### config.mk
export PLATFORM = sky130hd
export DESIGN_NAME = thermocouple_spi_responder_flat
export DESIGN_NICKNAME = d
export VERILOG_FILES = /design/src/rtl/thermocouple_spi_responder_if.sv /design/src/rtl/thermocouple_spi_responder.sv /design/src/flat_wrapper.sv
export SDC_FILE = /design/constraint.sdc
export NUM_CORES = 1
export LEC_CHECK = 0
export BUFFER_PORTS_ARGS = -buffer_cell sky130_fd_sc_hd__buf_2
export CAP_MARGIN = 15
export CORE_UTILIZATION = 25
export CTS_BUF_LIST = sky130_fd_sc_hd__clkbuf_16
export CTS_CLUSTER_DIAMETER = 150
export CTS_CLUSTER_SIZE = 25
export DETAILED_ROUTE_END_ITERATION = 16
export GPL_ROUTABILITY_DRIVEN = 0
export PLACE_DENSITY = 0.44
export SLEW_MARGIN = 20
export SYNTH_ARGS = -nofsm -noshare
export SYNTH_HDL_FRONTEND = slang
export SYNTH_SLANG_ARGS = --single-unit
### constraint.sdc
create_clock -name clk -period 3.7 [get_ports clk]
set_input_delay 0.74 -clock clk [delete_from_list [all_inputs] [get_ports clk]]
set_output_delay 0.74 -clock clk [all_outputs]
set_load 0.01 [all_outputs]
### src/rtl/thermocouple_spi_responder_if.sv
// SPI bus between a thermocouple reader (master) and the behavioural
// MAX31855-style responder (slave).
interface thermocouple_spi_responder_if;
    logic cs_n;
    logic sck;
    logic miso;
    logic miso_oe;

    modport master (output cs_n, output sck, input miso, input miso_oe);
    modport slave  (input cs_n, input sck, output miso, output miso_oe);
endinterface

### src/rtl/thermocouple_spi_responder.sv
// Behavioural MAX31855-style SPI slave: periodically snapshots temperature and
// fault inputs and shifts the formatted 32-bit word out MSB first on MISO.
module thermocouple_spi_responder #(
    parameter int CONV_CYCLES = 400,
    parameter int CNT_W       = 16
) (
    input  logic                              clk,
    input  logic                              rst,
    thermocouple_spi_responder_if.slave       spi,
    input  logic [13:0]                       tc_temp_in,
    input  logic [11:0]                       junction_temp_in,
    input  logic [2:0]                        fault_in,
    output logic                              frame_done,
    output logic                              snapshot_valid
);

    localparam logic [1:0] IDLE  = 2'd0;
    localparam logic [1:0] SHIFT = 2'd1;
    localparam logic [1:0] TAIL  = 2'd2;

    localparam logic [CNT_W-1:0] CONV_LAST = CNT_W'(CONV_CYCLES - 1);

    logic [1:0]       state;
    logic [2:0]       cs_sync;
    logic [2:0]       sck_sync;
    logic [31:0]      snapshot;
    logic [31:0]      shift_reg;
    logic [4:0]       bit_cnt;
    logic [CNT_W-1:0] conv_cnt;
    logic             miso_q;
    logic             oe_q;
    logic             cs_fall;
    logic             cs_rise;
    logic             sck_fall;
    logic [31:0]      capture_word;

    // Two synchroniser stages plus one history stage for edge detection.
    always_ff @(posedge clk or negedge rst) begin
        if (!rst) begin
            cs_sync  <= 3'b111;
            sck_sync <= 3'b000;
        end else begin
            cs_sync  <= {cs_sync[1:0], spi.cs_n};
            sck_sync <= {sck_sync[1:0], spi.sck};
        end
    end

    assign cs_fall  = cs_sync[2] & ~cs_sync[1];
    assign cs_rise  = ~cs_sync[2] & cs_sync[1];
    assign sck_fall = sck_sync[2] & ~sck_sync[1];

    assign capture_word = {tc_temp_in, 1'b0, |fault_in, junction_temp_in, 1'b0, fault_in};

    assign spi.miso    = miso_q;
    assign spi.miso_oe = oe_q;

    always_ff @(posedge clk or negedge rst) begin
        if (!rst) begin
            state          <= IDLE;
            snapshot       <= '0;
            snapshot_valid <= 1'b0;
            shift_reg      <= '0;
            bit_cnt        <= '0;
            conv_cnt       <= '0;
            miso_q         <= 1'b0;
            oe_q           <= 1'b0;
            frame_done     <= 1'b0;
        end else begin
            frame_done <= 1'b0;
            case (state)
                IDLE: begin
                    miso_q <= 1'b0;
                    oe_q   <= 1'b0;
                    // A select arriving on the capture cycle wins, so the frame stays coherent.
                    if (cs_fall) begin
                        shift_reg <= snapshot;
                        bit_cnt   <= '0;
                        miso_q    <= snapshot[31];
                        oe_q      <= 1'b1;
                        conv_cnt  <= '0;
                        state     <= SHIFT;
                    end else if (conv_cnt == CONV_LAST) begin
                        snapshot       <= capture_word;
                        snapshot_valid <= 1'b1;
                        conv_cnt       <= '0;
                    end else begin
                        conv_cnt <= conv_cnt + CNT_W'(1);
                    end
                end
                SHIFT: begin
                    if (cs_rise) begin
                        miso_q   <= 1'b0;
                        oe_q     <= 1'b0;
                        conv_cnt <= '0;
                        state    <= IDLE;
                    end else if (sck_fall) begin
                        if (bit_cnt == 5'd31) begin
                            frame_done <= 1'b1;
                            miso_q     <= 1'b0;
                            state      <= TAIL;
                        end else begin
                            shift_reg <= {shift_reg[30:0], 1'b0};
                            bit_cnt   <= bit_cnt + 5'd1;
                            miso_q    <= shift_reg[30];
                        end
                    end
                end
                TAIL: begin
                    miso_q <= 1'b0;
                    if (cs_rise) begin
                        oe_q     <= 1'b0;
                        conv_cnt <= '0;
                        state    <= IDLE;
                    end
                end
                default: begin
                    miso_q <= 1'b0;
                    oe_q   <= 1'b0;
                    state  <= IDLE;
                end
            endcase
        end
    end

endmodule

### src/flat_wrapper.sv
// flat-port wrapper written by rule: the top's interface ports become plain ports
module thermocouple_spi_responder_flat 
#(
    parameter int CONV_CYCLES = 400,
    parameter int CNT_W       = 16
)
  (clk, rst, tc_temp_in, junction_temp_in, fault_in, frame_done, snapshot_valid, spi_cs_n, spi_sck, spi_miso, spi_miso_oe);
  thermocouple_spi_responder_if spi_i ();
  input  logic clk;
  input  logic rst;
  input  logic [13:0] tc_temp_in;
  input  logic [11:0] junction_temp_in;
  input  logic [2:0] fault_in;
  output logic frame_done;
  output logic snapshot_valid;
  input wire logic [$bits(spi_i.cs_n)-1:0] spi_cs_n;
  input wire logic [$bits(spi_i.sck)-1:0] spi_sck;
  output wire logic [$bits(spi_i.miso)-1:0] spi_miso;
  output wire logic [$bits(spi_i.miso_oe)-1:0] spi_miso_oe;
  assign spi_i.cs_n = spi_cs_n;
  assign spi_i.sck = spi_sck;
  assign spi_miso = spi_i.miso;
  assign spi_miso_oe = spi_i.miso_oe;
  thermocouple_spi_responder #(.CONV_CYCLES(CONV_CYCLES), .CNT_W(CNT_W)) u_core (.clk(clk), .rst(rst), .spi(spi_i), .tc_temp_in(tc_temp_in), .junction_temp_in(junction_temp_in), .fault_in(fault_in), .frame_done(frame_done), .snapshot_valid(snapshot_valid));
endmodule
# Word level (Yosys, flattened, before mapping)
# Index checks and enable logic that the tools add are counted.
[totals]
input_bits = 33
output_inout_bits = 4
elab_cells = 73
ff_bits = 94
[classes]
reduce_logical = 9
bitwise_logic = 7
eq_ne = 12
add_sub_neg = 2
muxes = 32
[op_table]
columns = ["op", "n"]
rows = [
  ["two-way mux 31 bit", 4],
  ["case mux 31 bit (2 select lines)", 1],
  ["two-way mux 16 bit", 3],
  ["case mux 16 bit (2 select lines)", 1],
  ["two-way mux 5 bit", 4],
  ["adder 16 x 1 -> 16 bit (second input constant)", 1],
  ["equality test 16 x 9 -> 1 bit (second input constant)", 1],
  ["two-way mux 1 bit", 10],
  ["two-way mux 2 bit", 5],
  ["case mux 5 bit (2 select lines)", 1],
  ["!= test 2 x 1 -> 1 bit (second input constant)", 4],
  ["!= test 3 x 1 -> 1 bit (second input constant)", 2],
  ["case mux 2 bit (3 select lines)", 1],
  ["adder 5 x 1 -> 5 bit (second input constant)", 1],
  ["equality test 5 bit (second input constant)", 1],
  ["AND reduction 5 bit", 1],
  ["!= test 2 bit (second input constant)", 2],
  ["inverter 1 bit", 4],
  ["case mux 1 bit (2 select lines)", 2],
  ["AND reduction 4 bit", 1],
  ["nonzero test 2 bit", 2],
  ["bitwise AND 1 bit", 3],
  ["AND reduction 3 bit", 1],
  ["OR reduction 3 bit", 1],
  ["other kinds (5)", 5],
]

# Logic depth before layout (Yosys ltp)
# Gate-level depths: netlist (run 1).
[depth]
depth_word = 5
mapped_depth = 9
ltp_nobuf = 8

# Least setup slack after synthesis (run 1)
# OpenSTA, ideal clock, no wires.
[synth_timing]
path_kind = "register -> register"
start = "reg u_core.conv_cnt[0]"
end = "reg u_core.snapshot[0]"
path_slack_ps = 1854
period_less_slack_ps = 1846
t_required_ps = 3575
n_path_buf = 2
setup_ps = 125
path_stages_with_launch = 8
arrival_ps = 1721
cell_sequence = "dfrtp_1 > ha_1 > and4b_1 > and4_4 > nor2b_4 > buf_6 > buf_12 > mux2_4"
[synth_between]
elab_chain_len = 2
[synth_lines]
columns = ["item", "line", "source"]
rows = [
  ["start, declared", "thermocouple_spi_responder.sv:29", "logic [CNT_W-1:0] conv_cnt;"],
  ["start signal, assigned", "thermocouple_spi_responder.sv:87", "conv_cnt <= conv_cnt + CNT_W'(1);"],
  ["equality test 16 x 9 -> 1 bit", "thermocouple_spi_responder.sv:82", "end else if (conv_cnt == CONV_LAST) begin"],
  ["AND reduction 3 bit (no source line)", "n/a", ""],
  ["end signal, assigned", "thermocouple_spi_responder.sv:83", "snapshot <= capture_word;"],
  ["end, declared", "thermocouple_spi_responder.sv:26", "logic [31:0] snapshot;"],
]
# No other way between the ends.
# A chain may end at the register's enable or synchronous reset.

# Worst setup path after layout (run 1)
[layout_timing]
start = "reg u_core.bit_cnt[0]"
end = "reg u_core.shift_reg[28]"
[layout_between]
elab_chain_len = 3
[layout_lines]
columns = ["item", "line", "source"]
rows = [
  ["start, declared", "thermocouple_spi_responder.sv:28", "logic [4:0] bit_cnt;"],
  ["start signal, assigned", "thermocouple_spi_responder.sv:103", "bit_cnt <= bit_cnt + 5'd1;"],
  ["equality test 5 bit", "thermocouple_spi_responder.sv:97", "if (bit_cnt == 5'd31) begin"],
  ["!= test 2 bit (no source line)", "n/a", ""],
  ["AND reduction 5 bit (no source line)", "n/a", ""],
  ["end signal, assigned", "thermocouple_spi_responder.sv:76", "shift_reg <= snapshot;"],
  ["end signal, assigned", "thermocouple_spi_responder.sv:102", "shift_reg <= {shift_reg[30:0], 1'b0};"],
  ["end, declared", "thermocouple_spi_responder.sv:27", "logic [31:0] shift_reg;"],
]
# No other way between the ends.

==> flow_summary.toml, run 1 <==
[drt]
post_drt_wl_per_cell_um = 13.15
vias_per_cell = 4.502
drt_first_pass_iters = 6
wirelength_um = 8348
drt_first_iter_violations = 132
drc = 0
via_count = 2859
antenna_left = 0

[logic_synthesis]
synth_area_sq_um = 4380
synth-seq-cells = 94
synth_nets = 412
async_reset_ff_share_pct = 100.0
synth_warnings = 0
ys.flop_type = "dfrtp_1"
synth_edf_count = 0
synth.avg_cell_area_sq_um = 11.74
synth-seq-area-share_pct = 53.78
synth.distinct_cells = 48
synthCells = 373

[worst_setup_path]
regToRegSetupSlack_ns = 1.37
critPathTopFamily = "buffers and inverters"
cpPeakStageDelay_ns = 0.49
crit_type = "reg2reg"
r2r_end = "u_core.shift_reg[28]"
cpMaxStageDelayCell = "buf_4"
worstPathArrival_ns = 2.59
reg2regPathDepth = 9
worst-path-buf-inv = 2
rr_startpoint = "u_core.bit_cnt[0]"
worst-path-max-fanout = 61
endpoint_kind = "register"
cp.required_ns = 3.96
path_cells = "ha_1 > and3_1 > ha_1 > inv_1 > o2111ai_2 > nand2_2 > buf_4 > nor2_1 > a21oi_1"
cpMostUsedCell = "ha_1"
start_kind = "register"

[sta]
max_clock_freq_ghz = 0.4295
final.min_clock_period_ns = 2.328
setup_viol = 0
finalCritPeriodShare_pct = 62.93
drv_slew = 0
worst_pin_slew_ns = 0.7758
rsz0062_at_grt = "false"
slew_headroom_pct = 48.11
clock_skew_ns = 0.005836
fin_tns_setup_ns = 0
hold_viol = 0

[place]
port_buffers = 36
dp_hpwl_um = 5397

[floorplanning]
die_h_um = 134.4
die_x_um = 134.4
die_area_sq_um = 18060
ioPinCount = 37
rows = 48
core-area_sq_um = 17180
start_util_pct = 25.50

[clock_network]
cts_tree = "built"
root_buffer = "clkbuf_16"
cts-htree-levels = 3
clk_path_buf_depth = 2
cts_made_buffers = 9
cts.clk_slew.worst_paths_ns = 0.07
clock_latency_ns = 0.33
cts.sink_count = 94
ctsResizeCount = 0
cts_setup_buffers = 0
hold_buffers = 0

[global_routing]
grt_pass1_wl_um = 14640
grt_overflow = 0
antenna_found_initial = 0
grt_pass1_vias = 2928
track_usage_pct = 10.26
grt_max_degree = 62

[min_path]
worstHoldPathType = "reg2reg"
min_to = "u_core.sck_sync[1]"
hold_start = "u_core.sck_sync[0]"
holdPathStages = 0

[final_layout]
largest_reg_flops = 31
final_cell_mix = "dfrtp_1, nor2_1, a21oi_1, buf_2, mux2i_1"
num_antenna_cells = 0
final_nets = 445
postLayoutCoreUtil_pct = 29.41
final_layout_size_suffix_gt1_share_pct = 24.88
final_common_cell = "dfrtp_1"
syn2layout_area_growth_pct = 15.34

[power_and_ir_drop]
p_leak_nw = 2.280
power.density_nw_per_um2 = 657.6
vdd_drop_max_mv = 0.2704

[status]
outcome = "finished clean"

[flow_run]
maxCapViolCount = 0
-- how the worst max path moves through the flow --
stage / slack, ns / start / to / depth (start not counted)
6_report: 1.37 / u_core.bit_cnt[0] / u_core.shift_reg[28] / 9
5_1_grt: 1.14 / u_core.bit_cnt[0] / u_core.shift_reg[10] / 9
4_1_cts: 1.36 / u_core.bit_cnt[0] / u_core.shift_reg[28] / 9
3_5_place_dp: 1.39 / u_core.bit_cnt[0] / u_core.shift_reg[13] / 9
3_3_place_gp: 1.41 / u_core.bit_cnt[0] / u_core.shift_reg[17] / 9
2_1_floorplan: 1.85 / u_core.conv_cnt[0] / u_core.snapshot[0] / 7
-- cell families (layout without fill, tap and decap cells) --
group | after synthesis | count (layout) | share of synthesized area, %
mux | 63 | 63 | 17.65
xor+xnor | 1 | 1 | 0.2000
simple gates | 105 | 105 | 12.45
buf+inv | 29 | 66 | 4.142
fa+ha+maj | 6 | 6 | 1.714
flops | 94 | 94 | 53.78
compound gates | 75 | 75 | 10.05
-- Yosys cell counts (2+ instances only) --
library cell / instances / area (sq um)
dfrtp_1: 91 / 2277
or3_1: 2 / 12.51
inv_1: 10 / 37.54
buf_2: 10 / 50.05
nand2b_1: 2 / 12.51
nand3_1: 17 / 85.08
mux2_4: 27 / 405.4
ha_1: 6 / 75.07
clkbuf_1: 3 / 11.26
nor2b_1: 3 / 18.77
dfstp_2: 3 / 78.83
nor3_1: 4 / 20.02
buf_12: 3 / 60.06
and3_1: 4 / 25.02
o21ai_1: 5 / 25.02
a41oi_1: 6 / 52.55
nor2_1: 38 / 142.6
a21oi_1: 38 / 190.2
a31oi_1: 11 / 68.82
nand2_1: 21 / 78.83
mux2_2: 6 / 67.56
mux2i_1: 30 / 300.3
o21ai_0: 8 / 40.04
-- where the power goes --
part	internal [mW]	switching (mW)	total (mW)
Sequential	1.25	0.137	1.39
Clock	0.590	0.393	0.983
Combinational	0.386	0.563	0.949
Total	2.23	1.09	3.32
-- area by class of cell --
type,instances,area [sq um]
clock inverters,6,86.33
repair buffers,41,220.2
inverters,10,37.54
well taps,225,281.5
multi-input cells,250,1846
clock buffers,9,225.2
fillers,1826,12120
flip-flops and latches,94,2356
-- through the flow --
step	worst slack (ns)	cell area (sq um)	hold WS [ns]	power [mW]	cells
floorplan	1.854	4380	0.3312	2.147	373
global placement	1.409	4741	0.3368	2.350	620
detailed placement	1.387	4741	0.3355	2.372	620
CTS	1.358	5052	0.3510	3.377	635
global route	1.135	5052	0.3577	3.570	635
finish	1.372	5052	0.3498	3.322	635
-- layer usage --
metal	GRT usage, %	up-vias	wire [um]
li1	-	1400	-
met1	13.72	1407	4231
met2	16.06	43	3766
met3	2.872	9	256
met4	3.059	0	93
met5	0	-	0
(Power assumes the default switching activity.)
==> inputs of run 2 (changes only) <==
--- a/config.mk
+++ b/config.mk
@@ -13,7 +13,7 @@
 export CTS_CLUSTER_SIZE = 25
 export DETAILED_ROUTE_END_ITERATION = 16
 export GPL_ROUTABILITY_DRIVEN = 0
-export PLACE_DENSITY = 0.44
+export PLACE_DENSITY = 0.45
 export SLEW_MARGIN = 20
 export SYNTH_ARGS = -nofsm -noshare
 export SYNTH_HDL_FRONTEND = slang
==> constraint.sdc (replaced) <==
create_clock -name clk -period 2 [get_ports clk]
set_input_delay 0.4 -clock clk [delete_from_list [all_inputs] [get_ports clk]]
set_output_delay 0.4 -clock clk [all_outputs]
set_load 0.01 [all_outputs]
==> run 2 against run 1 <==
  * Flip-flop and latch count unchanged
  * Die area unchanged
  * Maximum frequency up 21%
  * Global-route usage increased by 0.72 points
  * Total power up 87%
  * Combinational power increased by 120%
  * First-iteration DRC count rose by 76%
  * Routed wire length is 15% higher
  * Sequential share of layout area shrank 2.9 points
  * Clock-buffer cell count stayed put
  * Register-to-register slack worse by 1.3 ns
  * Largest cell class unchanged
  * Setup slack worse by 1.3 ns
  * Critical endpoint is now u_core.snapshot[1]
==> flow_summary.toml, run 2 (synthesis results as in run 1) <==
[clock_network]
cts.sink_count = 94
cts.clk_slew.worst_paths_ns = 0.06
clock_latency_ns = 0.35
cts_tree = "built"
cts_made_buffers = 9
cts-htree-levels = 3
clk_path_buf_depth = 2
root_buffer = "clkbuf_16"

[global_routing]
track_usage_pct = 10.97
grt_overflow = 0
use_met1_pct = 14.04
grt_pass1_wl_um = 15330
grt_max_degree = 43
use_met2_pct = 17.50
grt_use_met3_pct = 3.288
antenna_found_initial = 0
top_usage_layer = "met2"
grt_pass1_vias = 3010

[place]
dp_hpwl_um = 6022
placed_cells = 639
port_buffers = 36
pre_cts_slack_ns = 0.06502

[worst_setup_path]
reg2regPathDepth = 7
cpMaxStageDelayCell = "dfrtp_1"
path_cells = "ha_2 > and4b_1 > and4_4 > nor2b_4 > buf_12 > clkbuf_16 > mux2_4"
start_kind = "register"
worstPathArrival_ns = 2.16
regToRegSetupSlack_ns = 0.07
endpoint_kind = "register"
cp.required_ns = 2.23
r2r_end = "u_core.snapshot[1]"
crit_type = "reg2reg"
cpPeakStageDelay_ns = 0.37
worst-path-max-fanout = 6
rr_startpoint = "u_core.conv_cnt[1]"
crit_start = "u_core.conv_cnt[1]"

[sta]
fin_ws_ns = 0.06831
finalCritPeriodShare_pct = 96.58
drv_slew = 0
rsz0062_at_grt = "true"
hold_viol = 0
fin_tns_setup_ns = 0
final.min_clock_period_ns = 1.932
clock_skew_ns = 0.008358
slew_headroom_pct = 71.86
worst_pin_slew_ns = 0.4222
setup_viol = 0
max_clock_freq_ghz = 0.5177

[min_path]
holdPathStages = 1
hold_start = "spi_cs_n"
worstHoldPathType = "in2reg"
min_to = "u_core.cs_sync[0]"

[drt]
drt_first_iter_violations = 232
via_count = 3030
vias_per_cell = 4.570
antenna_left = 0
post_drt_wl_per_cell_um = 14.49
drt_first_pass_iters = 4
drc = 0
wirelength_um = 9606

[floorplanning]
start_util_pct = 25.50
die_h_um = 134.4
die_area_sq_um = 18060
rows = 48
die_x_um = 134.4
ioPinCount = 37
core-area_sq_um = 17180

[status]
outcome = "finished clean"

[final_layout]
largest_reg_flops = 31
final_common_cell = "dfrtp_1"
fill_cells = 1816
multi_input_area_sq_um = 1882
final_cell_mix = "dfrtp_1, nor2_1, a21oi_1, buf_2, mux2i_1"
num_antenna_cells = 0
layout.area.seq_sq_um = 2356
final_nets = 473
finalNonFillerCells = 663
syn2layout_area_growth_pct = 23.05
final_layout_size_suffix_gt1_share_pct = 30.59

[power_and_ir_drop]
power_mw = 6.209
vdd_drop_max_mv = 0.5521
power.density_nw_per_um2 = 1152
p_leak_nw = 2.431

[flow_run]
maxCapViolCount = 0
run 2: changes by cell type in the layout (fill, tap and decap cells not counted), sizes merged:
cell,change
buf,+23
bufinv,-2
clkbuf,+4
clkinvlp,+3
dlygate4sd3,+1
inv,-1
run 2: where the power goes:
| part | internal [mW] | total (mW) | switching, mW |
|---|---|---|---|
| clock network | 0.834 | 1.58 | 0.746 |
| logic | 0.898 | 2.06 | 1.16 |
| registers | 2.32 | 2.57 | 0.253 |
| total | 4.05 | 6.21 | 2.16 |
run 2: worst max-delay path: cells and delay by family (launching register included):
kind / cells / cell delay (ns)
adders and majority gates: 1 / 0.18
buffers and inverters: 2 / 0.29
muxes: 1 / 0.29
DFF: 1 / 0.37
and+or+nand+nor: 3 / 0.67
run 2: routing by layer:
| metal | share of wire (%) | wire [um] |
|---|---|---|
| met1 | 48 | 4619 |
| met2 | 47 | 4555 |
| met3 | 3.6 | 344 |
| met4 | 0.91 | 87 |
| met5 | 0 | 0 |
run 2: how the worst max path moves through the flow:
stage | end | slack [ns] | cells after the start
final | u_core.snapshot[1] | 0.07 | 7
after global routing | u_core.state[1] | -0.02 | 7
after CTS | u_core.snapshot[29] | 0.05 | 6
after detailed placement | u_core.snapshot[29] | 0.07 | 6
after global placement | u_core.bit_cnt[3] | 0.12 | 9
after floorplan | u_core.snapshot[0] | 0.15 | 7
run 2: stage by stage:
step / util (%) / instance area, sq um / hold slack, ns
detailed placement: 28.65 / 4921 / 0.3347
global route: 31.38 / 5390 / 0.1313
finish: 31.38 / 5390 / 0.1527
CTS: 30.25 / 5196 / 0.1358
global placement: 28.65 / 4921 / 0.3363
floorplan: - / 4380 / 0.1044
run 2: layout make-up:
class / count / share of cell area [%]
flip-flops and latches: 94 / 43.71
clock inverters: 6 / 0.7428
inverters: 10 / 0.6964
well taps: 225 / 5.223
multi-input cells: 250 / 34.91
clock buffers: 9 / 4.178
repair buffers: 69 / 10.54
run 2: what timing repair did:
item                                    in CTS  in global routing
setup buffers                                0                  3
hold buffers                                 1                  0
gates resized for setup                      0                 12
hold endpoints to repair                    10                  0
endpoints found under the setup margin       0                 38
